File: config.mk
export PLATFORM = sky130hd
export DESIGN_NAME = countdown_timer_flat
export DESIGN_NICKNAME = d
export VERILOG_FILES = /design/src/rtl/countdown_timer_if.sv /design/src/rtl/countdown_timer.sv /design/src/flat_wrapper.sv
export SDC_FILE = /design/constraint.sdc
export NUM_CORES = 1
export LEC_CHECK = 0
export CORE_ASPECT_RATIO = 1.25
export CORE_MARGIN = 1.5
export CORE_UTILIZATION = 30
export DETAILED_ROUTE_END_ITERATION = 6
export SYNTH_ARGS = -nofsm -noshare
export SYNTH_HDL_FRONTEND = slang
export SYNTH_SLANG_ARGS = --single-unit
export TNS_END_PERCENT = 50
File: constraint.sdc
create_clock -name i_clk -period 3.3 [get_ports i_clk]
set_input_delay 0.66 -clock i_clk [delete_from_list [all_inputs] [get_ports i_clk]]
set_output_delay 0.66 -clock i_clk [all_outputs]
set_load 0.02 [all_outputs]
File: src/rtl/countdown_timer_if.sv
`default_nettype none
// ============================================================================
// Module   : countdown_timer_if
// Brief    : Command/load/status bundle between a controller and the
//            hh:mm:ss countdown timer.
// Revision : 1.0 - initial release
// ============================================================================
interface countdown_timer_if;
    logic       i_tick;
    logic       i_load;
    logic       i_start;
    logic       i_pause;
    logic [5:0] i_hh;
    logic [5:0] i_mm;
    logic [5:0] i_ss;
    logic [5:0] o_hh;
    logic [5:0] o_mm;
    logic [5:0] o_ss;
    logic       o_busy;
    logic       o_done;
    logic       o_alarm;

    modport master (
        output i_tick, i_load, i_start, i_pause, i_hh, i_mm, i_ss,
        input  o_hh, o_mm, o_ss, o_busy, o_done, o_alarm
    );

    modport slave (
        input  i_tick, i_load, i_start, i_pause, i_hh, i_mm, i_ss,
        output o_hh, o_mm, o_ss, o_busy, o_done, o_alarm
    );
endinterface
`default_nettype wire

File: src/rtl/countdown_timer.sv
`default_nettype none
// ============================================================================
// Module   : countdown_timer
// Brief    : hh:mm:ss down-counter on a 1 Hz tick with done pulse and timed
//            alarm level after reaching 00:00:00.
// Revision : 1.0 - initial release
// ============================================================================
module countdown_timer #(
    parameter int HH_MAX      = 23,
    parameter int ALARM_TICKS = 10
) (
    input  wire                 i_clk,
    input  wire                 i_rst,
    countdown_timer_if.slave    bus
);

    localparam logic [5:0] c_SS_MAX    = 6'd59;
    localparam logic [5:0] c_MM_MAX    = 6'd59;
    localparam logic [5:0] c_HH_MAX    = 6'(HH_MAX);
    localparam logic [5:0] c_ALARM_END = 6'(ALARM_TICKS);

    typedef enum logic [1:0] {
        ST_IDLE  = 2'd0,
        ST_RUN   = 2'd1,
        ST_PAUSE = 2'd2,
        ST_DONE  = 2'd3
    } state_t;

    state_t     state_q;
    logic [5:0] hh_q, mm_q, ss_q;
    logic [5:0] acnt_q;
    logic       done_q;

    logic [5:0] hh_d, mm_d, ss_d;
    logic [5:0] hh_ld, mm_ld, ss_ld;
    logic       count_zero;
    logic       dec_zero;
    logic [5:0] acnt_inc;

    // One-second borrow chain; the zero case is never used because RUN
    // only decrements a nonzero count.
    always_comb begin
        hh_d = hh_q;
        mm_d = mm_q;
        ss_d = ss_q;
        if (ss_q != 6'd0) begin
            ss_d = ss_q - 6'd1;
        end else if (mm_q != 6'd0) begin
            ss_d = c_SS_MAX;
            mm_d = mm_q - 6'd1;
        end else if (hh_q != 6'd0) begin
            ss_d = c_SS_MAX;
            mm_d = c_MM_MAX;
            hh_d = hh_q - 6'd1;
        end
    end

    always_comb begin
        ss_ld = (bus.i_ss > c_SS_MAX) ? c_SS_MAX : bus.i_ss;
        mm_ld = (bus.i_mm > c_MM_MAX) ? c_MM_MAX : bus.i_mm;
        hh_ld = (bus.i_hh > c_HH_MAX) ? c_HH_MAX : bus.i_hh;
    end

    assign count_zero = (hh_q == 6'd0) && (mm_q == 6'd0) && (ss_q == 6'd0);
    assign dec_zero   = (hh_d == 6'd0) && (mm_d == 6'd0) && (ss_d == 6'd0);
    assign acnt_inc   = acnt_q + 6'd1;

    always_ff @(posedge i_clk) begin
        if (i_rst) begin
            state_q <= ST_IDLE;
            hh_q    <= 6'd0;
            mm_q    <= 6'd0;
            ss_q    <= 6'd0;
            acnt_q  <= 6'd0;
            done_q  <= 1'b0;
        end else begin
            done_q <= 1'b0;
            if (bus.i_load) begin
                hh_q    <= hh_ld;
                mm_q    <= mm_ld;
                ss_q    <= ss_ld;
                state_q <= ST_IDLE;
            end else begin
                case (state_q)
                    ST_IDLE: begin
                        if (bus.i_start && !count_zero) begin
                            state_q <= ST_RUN;
                        end
                    end
                    ST_RUN: begin
                        // Start outranks pause; in RUN start is a no-op,
                        // so the tick still counts.
                        if (bus.i_pause && !bus.i_start) begin
                            state_q <= ST_PAUSE;
                        end else if (bus.i_tick && !count_zero) begin
                            hh_q <= hh_d;
                            mm_q <= mm_d;
                            ss_q <= ss_d;
                            if (dec_zero) begin
                                done_q  <= 1'b1;
                                acnt_q  <= 6'd0;
                                state_q <= ST_DONE;
                            end
                        end
                    end
                    ST_PAUSE: begin
                        if (bus.i_start) begin
                            state_q <= ST_RUN;
                        end
                    end
                    ST_DONE: begin
                        if (bus.i_start && count_zero) begin
                            state_q <= ST_IDLE;
                        end else if (bus.i_tick) begin
                            acnt_q <= acnt_inc;
                            if (acnt_inc == c_ALARM_END) begin
                                state_q <= ST_IDLE;
                            end
                        end
                    end
                    default: state_q <= ST_IDLE;
                endcase
            end
        end
    end

    assign bus.o_hh    = hh_q;
    assign bus.o_mm    = mm_q;
    assign bus.o_ss    = ss_q;
    assign bus.o_done  = done_q;
    assign bus.o_busy  = (state_q == ST_RUN) || (state_q == ST_PAUSE);
    assign bus.o_alarm = (state_q == ST_DONE);

endmodule
`default_nettype wire

File: src/flat_wrapper.sv
// flat-port wrapper written by rule: the top's interface ports become plain ports
module countdown_timer_flat 
#(
    parameter int HH_MAX      = 23,
    parameter int ALARM_TICKS = 10
)
  (i_clk, i_rst, bus_i_tick, bus_i_load, bus_i_start, bus_i_pause, bus_i_hh, bus_i_mm, bus_i_ss, bus_o_hh, bus_o_mm, bus_o_ss, bus_o_busy, bus_o_done, bus_o_alarm);
  countdown_timer_if bus_i ();
  input  wire i_clk;
  input  wire i_rst;
  input wire logic [$bits(bus_i.i_tick)-1:0] bus_i_tick;
  input wire logic [$bits(bus_i.i_load)-1:0] bus_i_load;
  input wire logic [$bits(bus_i.i_start)-1:0] bus_i_start;
  input wire logic [$bits(bus_i.i_pause)-1:0] bus_i_pause;
  input wire logic [$bits(bus_i.i_hh)-1:0] bus_i_hh;
  input wire logic [$bits(bus_i.i_mm)-1:0] bus_i_mm;
  input wire logic [$bits(bus_i.i_ss)-1:0] bus_i_ss;
  output wire logic [$bits(bus_i.o_hh)-1:0] bus_o_hh;
  output wire logic [$bits(bus_i.o_mm)-1:0] bus_o_mm;
  output wire logic [$bits(bus_i.o_ss)-1:0] bus_o_ss;
  output wire logic [$bits(bus_i.o_busy)-1:0] bus_o_busy;
  output wire logic [$bits(bus_i.o_done)-1:0] bus_o_done;
  output wire logic [$bits(bus_i.o_alarm)-1:0] bus_o_alarm;
  assign bus_i.i_tick = bus_i_tick;
  assign bus_i.i_load = bus_i_load;
  assign bus_i.i_start = bus_i_start;
  assign bus_i.i_pause = bus_i_pause;
  assign bus_i.i_hh = bus_i_hh;
  assign bus_i.i_mm = bus_i_mm;
  assign bus_i.i_ss = bus_i_ss;
  assign bus_o_hh = bus_i.o_hh;
  assign bus_o_mm = bus_i.o_mm;
  assign bus_o_ss = bus_i.o_ss;
  assign bus_o_busy = bus_i.o_busy;
  assign bus_o_done = bus_i.o_done;
  assign bus_o_alarm = bus_i.o_alarm;
  countdown_timer #(.HH_MAX(HH_MAX), .ALARM_TICKS(ALARM_TICKS)) u_core (.i_clk(i_clk), .i_rst(i_rst), .bus(bus_i));
endmodule
# Yosys cells after proc, flatten, opt, wreduce, memory -nomap -nowiden
# Index checks and enable logic that the tools add are counted.
totals:
  reg_bits: 27
  latch_bits: 0
  ramBits: 0
  rom_bits: 0
  output_inout_bits: 21
  word_cells: 101
  memories: 0
classes:
  n_addsub: 4
  n_mul: 0
  div_mod_pow: 0
  magnitude_cmp: 3
  n_eq_ne: 16
  shifts: 0
  n_mux: 40
  bitwise: 3
  n_reduce_logical: 29
op_table:
  columns: ["cell", "count"]
  rows:
  - ["$mux W6", 29]
  - ["$logic_not A6 Y1", 6]
  - ["$reduce_bool A6 Y1", 3]
  - ["$sub A6 B1 Y6 const B", 3]
  - ["$mux W2", 8]
  - ["$gt A6 B6 Y1 const B", 2]
  - ["$pmux W6 S2", 1]
  - ["$ne A2 B2 Y1 const B", 5]
  - ["$ne A3 B1 Y1 const B", 3]
  - ["$logic_and A1 B1 Y1", 8]
  - ["$pmux W2 S4", 1]
  - ["$reduce_and A7 Y1", 1]
  - ["$add A6 B1 Y6 const B", 1]
  - ["$eq A6 B4 Y1 const B", 1]
  - ["$gt A6 B5 Y1 const B", 1]
  - ["$ne A2 B1 Y1 const B", 3]
  - ["$reduce_and A6 Y1", 1]
  - ["$reduce_bool A2 Y1", 3]
  - ["$reduce_or A5 Y1", 1]
  - ["$eq A2 B2 Y1 const B", 2]
  - ["$ne A3 B2 Y1 const B", 1]
  - ["$not A1 Y1", 3]
  - ["$reduce_and A3 Y1", 1]
  - ["$eq A2 B1 Y1 const B", 1]
  - ["5 further kinds", 6]

# Depth between registers and ports, before layout
# Gate-level depths: netlist (run 1).
depth:
  depth_word: 11
  mapped_depth: 10

# Least setup slack after synthesis (run 1)
# OpenSTA, ideal clock, no wires.
synth_path:
  path_type: "register to register"
  from: "reg u_core.mm_q[0], in the netlist u_core.bus.o_mm[0]"
  to: "reg u_core.acnt_q[3]"
  setup_time_ns: 0.096
  t_arrival_ns: 2.941
  required_time_ns: 3.204
  setup_slack_ns: 0.263
  stages_incl_launch_ff: 10
  period_less_slack_ns: 3.037
  cell_sequence: "dfxtp_1 inv_1 ha_1 or4b_4 nor4_4 nand2_2 mux2_4 or4_4 o21a_4 o41ai_2"
synth_via:
  elab_chain_len: 8
synth_lines:
  columns: ["element", "line_no", "source"]
  rows:
  - ["start, declared", "countdown_timer.sv:30", "logic [5:0] hh_q, mm_q, ss_q;"]
  - ["start signal, assigned", "countdown_timer.sv:80", "mm_q <= mm_ld;"]
  - ["start signal, assigned", "countdown_timer.sv:97", "mm_q <= mm_d;"]
  - ["$sub A6 B1 Y6 (tied with other cells)", "countdown_timer.sv:50", "mm_d = mm_q - 6'd1;"]
  - ["$mux W6", "countdown_timer.sv:48", "end else if (mm_q != 6'd0) begin"]
  - ["$mux W6", "countdown_timer.sv:46", "if (ss_q != 6'd0) begin"]
  - ["$logic_not A6 Y1", "countdown_timer.sv:65", "assign dec_zero = (hh_d == 6'd0) && (mm_d == 6'd0) && (ss_d == 6'd0);"]
  - ["$logic_and A1 B1 Y1 (2 in a row)", "countdown_timer.sv:65", null]
  - ["$ne A2 B1 Y1 (no source line)", null, null]
  - ["$reduce_and A7 Y1 (no source line) (*)", null, null]
  - ["end signal, assigned", "countdown_timer.sv:115", "acnt_q <= acnt_inc;"]
  - ["end, declared", "countdown_timer.sv:31", "logic [5:0] acnt_q;"]
# Every way passes the cells marked *; elsewhere a longest branch is shown, timed or not.
# A chain may end at the register's enable or synchronous reset.

# Final worst setup path (run 1)
# Ends and elaborated chain as after synthesis.

==> results.md, run 1 <==
- Layout cells sized above 1: about an eighth
- Multi-input logic area: 1640 um2
- IO Pins: 45
- Leakage: approximately 1.0 nW
- Final setup viols: 0
- Layout fillers: 788
- Die Y: around 100 um
- Final Hold Fails: 0
- Skew final: 0.0104 ns
- Post-Syn Area per Cell: 7.74 um2
- Worst setup margin: roughly 0.23 ns
- Final Util: ~40%
- GRT Total Usage: 17.2%
- DRC: 0
- Final nets: ~380
- Library cells used by synthesis: around 70
- Via density: 5.59
- RSZ-0062 raised after global routing: no
- Drt total wl: 6.87 mm
- Flops & latches, synth: 27
- Post-synth top flop: dfxtp_1
- Post-Route Setup TNS: 0 ns
- Initial core utilization: 31.0%
- Largest net degree at the start of global routing: 36
- Asr flop ratio synth: 0%
- DRT antenna net count: 0
- Final period util: 93.1%
- # clock sinks: 27
- Total of warnings raised by yosys: 0
- Post-CTS Hold Buffers: 0
- Post-synth EDFFs: 0
- Final Slew Violations: 0
- Clock tree buffer depth: 2
- CTS tree: done
- Pin slew with the least headroom to its limit: 0.599 ns
- Starting DRT DRC Count: 133
- Crit end category: flip-flop
- Seq/Total Area, Yosys: 23.6%
- Core ar.: 7400 um2
- Worst Hold Class: reg2reg
- Post-Place Worst Slack: 0.146 ns
- Post-synth top cells: 32 x nor2_1, 27 x dfxtp_1, 23 x nand2_1
- Post-Syn Area: 2290 um2
- WS Path Type: reg2reg
- Yosys top cell area share: 23.6%
- Die width: 81.2 um
- Layout area overhead: 29.3%
- Status: finished, final reports clean
- Synth Instances: 296
- CP required: roughly 3.5 ns
- Slew HR: about 60%
- Cell taking the most area after synthesis: dfxtp_1
- Clock insertion delay at the later pin of the skew report: 0.29 ns
- RePlAce Congestion: 0.867
- Worst-path clk slew: 0.11 ns
- Drt first pass iters: 4
- Register Area: roughly 540 um2
- Port buffer count: 44
- Total of max-cap violations: 0
- Die Area: 8170 um2
- Critical path launch point type: flip-flop
- Synth top area cells: dfxtp_1 24%, ha_1 5.5%, nor2_1 5.2%
- Peak supply drop: 157 uV
- First-pass GRT wire length: 11.2 mm
- Rows: 35
- Top-count cell post-synth: nor2_1
- H-tree depth: 1
- Grt ovf: 0
- Critical path arrival: 3.26 ns
- Cell Pwr Density: 307 nW/um2
- Diodes inserted: 0
- Total number of vias: around 2.4k
- Num CTS Buffers: 3
- Final Cell Area: 2960 um2
- Mapped Nets: 330
- Wire length per cell: 15.7 um
- Placed inst area: ~2900 um2
- Initial antenna violation count: 0
- Number of global-route vias before repair: approximately 2.4k
- Post-DP HPWL: 5.35 mm
- Max FO, Critical Path: 6
- CTS root buf: clkbuf_8
- Highest Clock Rate: 325 MHz
- Final min period: approximately 3 ns
## path summary, 6_finish.rpt
check | start | endpoint | slack, ns | depth (start not counted)
min | u_core.acnt_q[5] | u_core.acnt_q[5] | 0.49 | 2
max reg2reg | u_core.bus.o_mm[0] | u_core.acnt_q[3] | 0.23 | 9
min reg2reg | u_core.acnt_q[5] | u_core.acnt_q[5] | 0.49 | 2
max | u_core.bus.o_mm[0] | u_core.acnt_q[3] | 0.23 | 9
## sequential cells by signal, summed over array words and instances, names as in the netlist
| signal | cells |
|---|---|
| u_core.acnt_q | 6 |
| u_core.bus.o_done | 1 |
| u_core.state_q | 2 |
| u_core.bus.o_ss | 6 |
| u_core.bus.o_hh | 6 |
| u_core.bus.o_mm | 6 |
## kinds of logic after synthesis
logic type / synth area share [%]
AND/OR/NAND/NOR: 35.3
flip-flops: 23.6
AO/OA/AOI/OAI: 24.4
adder cells (fa/ha/maj): 5.46
buffers and inverters: 5.13
multiplexers: 4.15
XOR/XNOR: 1.91
## critical path: stages, from the launching register on
cell     delay [ns]
dfxtp_1        0.37
inv_1          0.09
ha_1           0.25
or4b_4         0.51
nor4_4         0.29
nand2_2        0.09
mux2_4         0.32
or4_4          0.53
o21a_4         0.26
o41ai_2        0.27
## layout make-up
| type | instances | share of cell area (%) |
|---|---|---|
| Clock buffer | 4 | 1.52 |
| Inverter | 13 | 1.65 |
| Multi-Input combinational cell | 240 | 55.3 |
| Sequential cell | 27 | 18.3 |
| Tap cell | 92 | 3.89 |
| Timing Repair Buffer | 62 | 19.4 |
## per-layer routing
metal	vias to the layer above	GRT usage (%)	part of all wire [%]
met1	1158	21.2	44
met5	-	0	0
li1	1226	-	-
met2	52	30.8	51
met3	13	1.27	2.7
met4	0	5.84	2.3
## where the power goes
part / switching [mW] / internal [mW] / total [mW]
Combinational: 0.183 / 0.158 / 0.341
Sequential: 0.0249 / 0.342 / 0.367
Clock: 0.116 / 0.0870 / 0.203
## cell usage in the layout (no fill, tap or decap), types with 3 or more instances in the layout
cell type	Yosys	routed
a211oi_1	7	7
a21oi_1	14	14
a311oi_1	3	3
a31oi_1	3	3
a32oi_1	3	3
and2_1	3	3
buf_4	0	18
clkbuf_8	0	3
clkdlybuf4s50_1	0	44
dfxtp_1	27	27
ha_1	10	10
inv_1	12	12
mux2i_1	8	8
nand2_1	23	23
nand2b_1	3	3
nand3_1	11	11
nand3b_1	3	3
nand4_1	6	6
nor2_1	32	32
nor2b_1	10	10
nor3_1	10	10
nor4_1	7	7
nor4b_1	3	3
o21ai_0	9	9
o22ai_1	3	3
o32ai_1	4	4
or2_2	5	5
or3_1	5	5
or4_1	4	4
xnor2_1	4	4
## per-stage QoR
step | hold WS [ns] | instances | total power, mW
finish | 0.487 | 438 | 0.910
global route | 0.551 | 438 | 0.964
CTS | 0.479 | 437 | 0.913
detailed placement | 0.464 | 433 | 0.709
global placement | 0.458 | 433 | 0.707
floorplan | 0.447 | 296 | 0.574
## repair_timing
| action | in CTS | in global routing |
|---|---|---|
| hold endpoints to repair | 0 | 0 |
| setup endpoints to repair | 0 | 5 |
| setup buffers | 0 | 1 |
| gates resized for setup | 0 | 3 |
No activity file was read; power rests on OpenSTA's default activity.
==> run 2: changes to the inputs <==
--- a/config.mk
+++ b/config.mk
@@ -9,6 +9,7 @@
 export CORE_MARGIN = 1.5
 export CORE_UTILIZATION = 30
 export DETAILED_ROUTE_END_ITERATION = 6
+export SLEW_MARGIN = 10
 export SYNTH_ARGS = -nofsm -noshare
 export SYNTH_HDL_FRONTEND = slang
 export SYNTH_SLANG_ARGS = --single-unit
==> results of run 2 <==
The final DEF is identical to that of run 1; final timing and power are the same.
==> run 3: changes to the inputs <==
--- a/config.mk
+++ b/config.mk
@@ -8,7 +8,9 @@
 export CORE_ASPECT_RATIO = 1.25
 export CORE_MARGIN = 1.5
 export CORE_UTILIZATION = 30
+export CTS_CLUSTER_SIZE = 24
 export DETAILED_ROUTE_END_ITERATION = 6
+export MAX_ROUTING_LAYER = met4
 export SLEW_MARGIN = 10
 export SYNTH_ARGS = -nofsm -noshare
 export SYNTH_HDL_FRONTEND = slang
==> run 3 against run 2 <==
Critical endpoint unchanged; total power barely moved; core utilization did not move; sequential share of layout area did not move; wire length fell by 0.76%; critical path depth did not move; worst hold slack improved by 0.0016 ns; non-clock buffer count did not move.
==> results.md, run 3 (same netlist as run 1, synthesis figures left out) <==
- Status: finished, final reports clean
- Placed cells: 433 (unchanged)
- Critical path arrival: 3.26 ns (about the same)
- Post-DP HPWL: 5.35 mm (unchanged)
- Hold Startpoint: u_core.acnt_q[5]
- RSZ-0062 raised after global routing: no
- Reg-to-reg startpoint: u_core.bus.o_mm[0]
- Drt total wl: 6.82 mm (-0.76%)
- First-pass GRT wire length: 11.2 mm (-0.13%)
- Diodes inserted: 0 (unchanged)
- WS Path Type: reg2reg
- CTS tree: done
- Final min period: 3.08 ns (+0.00319 ns)
- GRT Total Usage: 17.6% (+0.47 points)
- DRT antenna net count: 0 (unchanged)
- Register Area: 541 um2 (unchanged)
- Placed inst area: 2910 um2 (unchanged)
- Hold WS: 0.489 ns (+0.00163 ns)
- # clock sinks: 27 (unchanged)
- Total of max-cap violations: 0 (unchanged)
- Critical path launch point type: flip-flop
- Pin slew with the least headroom to its limit: 0.607 ns (+0.00852 ns)
- Final nets: 381 (unchanged)
- Total number of vias: 2475 (+1.1%)
- Final period util: 93.2% (+0.097 points)
- IO Pins: 45 (unchanged)
- Cell Pwr Density: 307 nW/um2 (about the same)
- Layout cells sized above 1: 12.1% (unchanged)
- Post-Route Setup TNS: 0 ns (unchanged)
- Crit end category: flip-flop
- Initial core utilization: 31.0% (unchanged)
- Max FO, Critical Path: 6 (unchanged)
- Worst Hold Class: reg2reg
- Fin cells: 438 (unchanged)
- DRC: 0 (unchanged)
- Num CTS Buffers: 3 (unchanged)
- Final Slew Violations: 0 (unchanged)
- Largest net degree at the start of global routing: 36 (unchanged)
- CTS root buf: clkbuf_8
- Final Hold Fails: 0 (unchanged)
- Clock insertion delay at the later pin of the skew report: 0.28 ns (about the same)
- Grt ovf: 0 (unchanged)
- Via density: 5.65 (+1.1%)
- Die Y: 101 um (unchanged)
- Wire length per cell: 15.6 um (-0.76%)
- Skew final: 0.0107 ns (+0.000311 ns)
- RePlAce Congestion: 0.881 (+1.6%)
- Starting DRT DRC Count: 132 (-0.75%)
- Initial antenna violation count: 0 (unchanged)
- Design Power: 0.910 mW (about the same)
- Peak supply drop: 158 uV (+0.49%)
- Final setup viols: 0 (unchanged)
- CP required: 3.49 ns (about the same)
- Clock tree buffer depth: 2 (unchanged)
- Highest Clock Rate: 325 MHz (-0.10%)
- Leakage: 1.04 nW (unchanged)
- Port buffer count: 44 (unchanged)
- Worst-path clk slew: 0.11 ns (about the same)
- Die Area: 8170 um2 (unchanged)
- Drt first pass iters: 4 (unchanged)
- H-tree depth: 1 (unchanged)
- Most common cell after layout, fill and taps aside: clkdlybuf4s50_1
- Core ar.: 7400 um2 (unchanged)
- Layout fillers: 788 (unchanged)
- Most frequent cells in the layout: 44 x clkdlybuf4s50_1, 32 x nor2_1, 27 x dfxtp_1
- Multi-input logic area: 1640 um2 (unchanged)
- Die width: 81.2 um (unchanged)
- Layout area overhead: 29.3% (unchanged)
- Final Cell Area: 2960 um2 (unchanged)
- Slew HR: 59.5% (-0.57 points)
- Crit. Startpoint: u_core.bus.o_mm[0]
- Number of global-route vias before repair: 2383 (-0.13%)
- Rows: 35 (unchanged)
[run 3: cell counts in the layout (fill, tap and decap cells not counted)]
Identical to the previous run, type by type.
[run 3: repair_timing]
action,in CTS,in global routing
setup endpoints to repair,0,5
buffers inserted,0,1
hold buffers,0,0
gates resized for setup,0,3
[run 3: worst max-delay path, cell delays in order (launching register included)]
cell and delay [ns]:
dfxtp_1 0.37, inv_1 0.10, ha_1 0.25, or4b_4 0.50
nor4_4 0.28, nand2_2 0.09, mux2_4 0.32, or4_4 0.53
o21a_4 0.26, o41ai_2 0.27
[run 3: where the power goes]
| part | switching [mW] | internal [mW] |
|---|---|---|
| sequential | 0.0248 | 0.342 |
| combinational | 0.182 | 0.158 |
| clock | 0.116 | 0.0870 |
[run 3: final cells by class]
type                            count  share of cell area (%)
Timing Repair Buffer               62                    19.4
Tap cell                           92                    3.89
Inverter                           13                    1.65
Sequential cell                    27                    18.3
Multi-Input combinational cell    240                    55.3
Clock buffer                        4                    1.52
[run 3: routing by layer]
metal	wire length, um	GRT usage [%]
met1	2990	21.1
met2	3450	30.8
met3	211	1.27
met4	165	5.84
met5	0	-
[run 3: per-stage QoR]
step,util [%],worst slack [ns]
final,40.0,0.223
after global routing,40.0,0.0327
after CTS,39.9,0.0923
after detailed placement,39.3,0.146
after global placement,39.3,0.220
after floorplan,-,0.263
[run 3: worst paths after layout]
path	depth (start not counted)	endpoint	slack (ns)
worst max-delay path	9	u_core.acnt_q[3]	0.22
worst min-delay path	2	u_core.acnt_q[5]	0.49
worst max register to register	9	u_core.acnt_q[3]	0.22
worst min register to register	2	u_core.acnt_q[5]	0.49
